## src/rtl/can_crc_transmitter.sv

```systemverilog
// CAN CRC-15 transmitter: hashes the serialized frame bits, then sends the
// 15 CRC bits MSB-first and the recessive delimiter, one bit per slot.
//
// state | meaning
// IDLE  | bus recessive, waiting for Start
// DATA  | forwarding frame bits and updating the CRC, one per slot
// CRC   | shifting out CRC[14..0], CRC register frozen
// DELIM | recessive CRC delimiter slot, Done at its end
module can_crc_transmitter #(
  parameter int crc_CLKS_PER_BIT = 10
) (
  input  logic        Clock_TB,
  input  logic        Reset_n,
  input  logic        Start,
  input  logic        Bit_In,
  input  logic        Last_In,
  output logic        Bit_Ack,
  output logic        Tx_Bit,
  output logic        Busy,
  output logic        Done,
  output logic [14:0] CRC_Value
);

  localparam int CNT_W = (crc_CLKS_PER_BIT > 2) ? $clog2(crc_CLKS_PER_BIT) : 1;
  localparam logic [CNT_W-1:0] CNT_LAST = CNT_W'(crc_CLKS_PER_BIT - 1);
  localparam logic [14:0] CRC_POLY = 15'h4599;
  localparam logic [3:0]  IDX_TOP  = 4'd14;

  localparam logic [1:0] ST_IDLE  = 2'd0;
  localparam logic [1:0] ST_DATA  = 2'd1;
  localparam logic [1:0] ST_CRC   = 2'd2;
  localparam logic [1:0] ST_DELIM = 2'd3;

  logic [1:0]       state_q, state_d;
  logic [CNT_W-1:0] cnt_q, cnt_d;
  logic [3:0]       idx_q, idx_d;
  logic [14:0]      crc_q, crc_d;
  logic             last_q, last_d;
  logic             tx_q, tx_d;
  logic             ack_q, ack_d;
  logic             busy_q, busy_d;
  logic             done_q, done_d;

  logic slot_start;
  logic slot_end;
  logic crc_fb;

  assign slot_start = (cnt_q == '0);
  assign slot_end   = (cnt_q == CNT_LAST);
  assign crc_fb     = Bit_In ^ crc_q[14];

  always_comb begin
    state_d = state_q;
    idx_d   = idx_q;
    crc_d   = crc_q;
    last_d  = last_q;
    tx_d    = tx_q;
    ack_d   = 1'b0;
    busy_d  = busy_q;
    done_d  = 1'b0;

    // Timer idles at 0 so the cycle after Start is always a slot start.
    if (state_q == ST_IDLE || slot_end) begin
      cnt_d = '0;
    end else begin
      cnt_d = cnt_q + 1'b1;
    end

    case (state_q)
      ST_IDLE: begin
        tx_d = 1'b1;
        if (Start) begin
          state_d = ST_DATA;
          crc_d   = '0;
          idx_d   = IDX_TOP;
          last_d  = 1'b0;
          busy_d  = 1'b1;
        end
      end
      ST_DATA: begin
        if (slot_start) begin
          tx_d   = Bit_In;
          ack_d  = 1'b1;
          last_d = Last_In;
          crc_d  = {crc_q[13:0], 1'b0} ^ (crc_fb ? CRC_POLY : 15'h0000);
        end
        if (slot_end && last_q) begin
          state_d = ST_CRC;
          idx_d   = IDX_TOP;
        end
      end
      ST_CRC: begin
        if (slot_start) begin
          tx_d = crc_q[idx_q];
        end
        // Index steps at slot end; the bit it selects goes out at the next slot start.
        if (slot_end) begin
          if (idx_q == 4'd0) begin
            state_d = ST_DELIM;
          end else begin
            idx_d = idx_q - 4'd1;
          end
        end
      end
      ST_DELIM: begin
        if (slot_start) begin
          tx_d = 1'b1;
        end
        if (slot_end) begin
          state_d = ST_IDLE;
          idx_d   = IDX_TOP;
          busy_d  = 1'b0;
          done_d  = 1'b1;
        end
      end
      default: begin
        state_d = ST_IDLE;
        tx_d    = 1'b1;
        busy_d  = 1'b0;
      end
    endcase
  end

  always_ff @(posedge Clock_TB or negedge Reset_n) begin
    if (!Reset_n) begin
      state_q <= ST_IDLE;
      cnt_q   <= '0;
      idx_q   <= IDX_TOP;
      crc_q   <= '0;
      last_q  <= 1'b0;
      tx_q    <= 1'b1;
      ack_q   <= 1'b0;
      busy_q  <= 1'b0;
      done_q  <= 1'b0;
    end else begin
      state_q <= state_d;
      cnt_q   <= cnt_d;
      idx_q   <= idx_d;
      crc_q   <= crc_d;
      last_q  <= last_d;
      tx_q    <= tx_d;
      ack_q   <= ack_d;
      busy_q  <= busy_d;
      done_q  <= done_d;
    end
  end

  assign Bit_Ack   = ack_q;
  assign Tx_Bit    = tx_q;
  assign Busy      = busy_q;
  assign Done      = done_q;
  assign CRC_Value = crc_q;

endmodule

```

## config.mk

```make
export PLATFORM = sky130hd
export DESIGN_NAME = can_crc_transmitter
export DESIGN_NICKNAME = d
export VERILOG_FILES = /design/src/rtl/can_crc_transmitter.sv
export SDC_FILE = /design/constraint.sdc
export NUM_CORES = 1
export LEC_CHECK = 0
export BUFFER_PORTS_ARGS = -buffer_cell sky130_fd_sc_hd__buf_2
export CAP_MARGIN = 40
export CORE_MARGIN = 2
export CORE_UTILIZATION = 50
export CTS_BUF_LIST = sky130_fd_sc_hd__clkbuf_4 sky130_fd_sc_hd__clkbuf_8 sky130_fd_sc_hd__clkbuf_16
export DETAILED_ROUTE_END_ITERATION = 12
export PLACE_DENSITY = 0.77
export SYNTH_ARGS = -nofsm -noshare
export SYNTH_HDL_FRONTEND = slang
export SYNTH_SLANG_ARGS = --single-unit
```

## constraint.sdc

```tcl
create_clock -name Clock_TB -period 3.3 [get_ports Clock_TB]
set_input_delay 0.825 -clock Clock_TB [delete_from_list [all_inputs] [get_ports Clock_TB]]
set_output_delay 0.825 -clock Clock_TB [all_outputs]
set_load 0.01 [all_outputs]
```

==> flow_summary.yaml <==
clock_tree:
  cts_inserted_buffers: 5
  clock-root-buffer: "clkbuf_4"
  clkSlewWorstSetupHoldPaths_ns: 0.09
  post_cts_hold_buffer_count: 0
  post_cts_resize_count: 0
  cts-htree-levels: 2
  cts_max_path_buffers: 2
  cts_tree: "built"
  postCtsSetupRepairBufs: 0
  insertion_delay_ns: 0.33
  cts.sinks: 30
place:
  postPlaceCellArea_sq_um: 1820
  gp_routability_congestion: 0.818
  hpwlAfterDp_um: 2410
  placement.io_buffers: 23
pwr:
  switching_share: 0.436
  power_density_nw_per_um2: 972
  fin_total_pwr_w: 0.00183
  p_leak_nw: 0.883
  power.sequential.fraction: 0.371
  power_frac_clock: 0.129
  total_switching_power_w: 0.000798
  worst_ir_drop_vdd_uv: 414
  internal-power_w: 0.00103
  comb_power_share: 0.501
logic_synthesis:
  synth_simple_gate_area_frac: 0.170
  avgSynthCellArea_sq_um: 10.0
  post_synth_mux_area_share: 0.0732
  synth.net_count: 183
  post_synth_fa_ha_maj_area_fraction: 0.0665
  synth_common_cells: "nand2_1 (35), dfrtp_1 (26), o21ai_0 (19), inv_1 (10), ha_1 (9)"
  synth_cell_type_count: 43
  synth.area.top_cells: "dfrtp_1 (38%), nand2_1 (7.8%), ha_1 (6.7%)"
  yosysWarningCount: 0
  synth_largest_area_cell: "dfrtp_1"
  synth.cell_area_sq_um: 1690
  compound_gate_fraction_of_synth_area: 0.143
  synth-main-ff-cell: "dfrtp_1"
  syn-instance-count: 169
  synth_sequential_area_ratio: 0.446
  dominant_combinational_cell_family_by_area_after_synthesis: "simple AND/OR/NAND/NOR gates"
  post-synth-top-count-cell: "nand2_1"
  synth-xor-area-share: 0.0466
  synth-edff-count: 0
  synthArstFlopShare: 1.00
  ys_ff_latch: 30
  synth_top_area_frac: 0.384
worst_setup_path:
  critical_path.cell_chain: "inv_1 > ha_1 > and4bb_2 > o21ai_2 > buf_4 > o21ai_0"
  worst-endpoint-arrival_ns: 2.52
  cp_max_fo: 23
  worst_r2r_startpoint: "state_q[1]"
  critical_path.max_stage_delay_ns: 0.46
  worstSetupPathType: "reg2reg"
  critical_path_required_ns: 3.51
  critical_path.startpoint_type: "register"
  reg2reg_setup_slack_ns: 0.99
  regToRegEndpoint: "CRC_Value[8]"
  ff2ff_path_depth: 6
  crit_slowest_cell: "o21ai_2"
  setup.worst_path.end_class: "register"
hold_path:
  min_from: "last_q"
  hold_class: "reg2reg"
  worstHoldPathCells: 2
  worst_hold_path.endpoint: "last_q"
drt:
  drc_errors: 0
  dr_total_vias: 1292
  met1Wirelength_um: 1450
  maxUsedRoutingLayer: "met4"
  totalWireLength_um: 3250
  drt_iter0_drc: 44
  drt_first_pass_iters: 4
  detail_route.wl_per_cell_um: 13.6
  routed_via_density: 5.41
  wl_met3_um: 127
  met2_wirelength_um: 1620
  antenna_left: 0
timing:
  clock_skew_ns: 0.00877
  period_minus_slack_ns: 2.31
  max_slew.worst_pin.slew_ns: 0.743
  totalNegativeSetupSlack_ns: 0
  min_period_over_period: 0.701
  rsz0062_at_grt: "no"
  timing.final.setup_violations: 0
  max-slew-margin-rel: 0.504
  final_max_slew_viol_count: 0
  fin_hold_ws_ns: 0.489
  report.final.hold_viol_count: 0
  clock.fmax_mhz: 432
global_route:
  global_route_wire_length_before_repair_um: 5860
  pin_count_of_the_biggest_net_entering_global_routing: 31
  grt_pass1_vias: 1259
  grt-ovfl-total: 0
  global_route.usage.total: 0.192
  number_of_antenna_violations_at_the_first_check_in_global_routing: 0
die:
  fp.dieH_um: 62.2
  core-area_sq_um: 3280
  die_area_sq_um: 3870
  floorplan.initialDensity: 0.515
  ios: 24
  die_width_um: 62.2
  rows: 21
final_layout:
  post_route_cells_drive_above_1_share: 0.212
  antenna_cells_inserted: 0
  final_net_count: 206
  area_growth_pct: 11.2
  post-route-cell-area_sq_um: 1880
  fin_util: 0.573
run:
  cap_violations: 0
status:
  outcome: "completed"
[critical path: cells and delay by family, from the launching register on]
family,cells,cell delay [ns]
fa+ha+maj,1,0.45
flops,1,0.40
buf+inv,2,0.38
compound gates,2,0.58
simple gates,1,0.39
[power groups by stage]
stage / registers (W) / logic [W] / clock network (W)
after floorplan: 0.000675 / 0.000695 / 0
after global placement: 0.000677 / 0.000880 / 0
after detailed placement: 0.000687 / 0.000915 / 0
after CTS: 0.000681 / 0.000919 / 0.000241
after global routing: 0.000712 / 0.00102 / 0.000259
final: 0.000679 / 0.000917 / 0.000235
[per-stage QoR]
| step | instances | setup slack, ns |
|---|---|---|
| after floorplan | 169 | 1.51 |
| after global placement | 231 | 1.09 |
| after detailed placement | 231 | 1.01 |
| after CTS | 239 | 1.01 |
| after global routing | 239 | 0.802 |
| final | 239 | 0.985 |
[logic make-up (layout without fill, tap and decap cells)]
| logic type | after synthesis | count (layout) |
|---|---|---|
| AOI/OAI and AO/OA | 36 | 36 |
| muxes | 7 | 7 |
| and+or+nand+nor | 60 | 60 |
| xor gates and xnor gates | 9 | 9 |
| buffers and inverters | 18 | 42 |
| adders and majority gates | 9 | 9 |
| DFF | 30 | 30 |
[cells in the final DEF, fill, tap and decap left out, drive strengths merged, types with 2 or more instances in the layout]
cell	n
o21ai	20
nand3	2
nand3b	2
ha	9
a21oi	4
dfstp	4
o211ai	2
buf	24
nand2	35
o2111ai	2
xnor2	8
mux2i	3
nand2b	3
clkbuf	7
nor3b	2
nor2	4
inv	10
dfrtp	26
nor3	5
mux4	3
[sequential cells by signal, indices dropped and copies added, names as in the netlist]
register	flops
cnt_q	4
last_q	1
Done	1
Tx_Bit	1
state_q	2
Busy	1
CRC_Value	15
idx_q	4
Bit_Ack	1
[per-layer routing]
layer | track usage | vias up
li1 | - | 633
met1 | 0.230 | 627
met2 | 0.325 | 27
met3 | 0.0562 | 5
met4 | 0.0750 | 0
met5 | 0 | -
[how the worst max path moves through the flow]
| stage | end | slack [ns] | cells after the start | start |
|---|---|---|---|---|
| floorplan | state_q[1] | 1.51 | 6 | state_q[0] |
| global placement | CRC_Value[14] | 1.09 | 6 | state_q[1] |
| detailed placement | CRC_Value[14] | 1.01 | 6 | state_q[1] |
| CTS | CRC_Value[8] | 1.01 | 6 | state_q[1] |
| global route | CRC_Value[7] | 0.80 | 7 | state_q[1] |
| finish | CRC_Value[8] | 0.99 | 6 | state_q[1] |
[area by class of cell]
cell class / count / area, sq um
inverters: 10 / 37.5
well taps: 46 / 57.6
flip-flops and latches: 30 / 756
repair buffers: 24 / 123
fillers: 279 / 1400
clock inverters: 1 / 5.00
multi-input cells: 121 / 846
clock buffers: 7 / 58.8
Power figures use the tool's default switching activity.
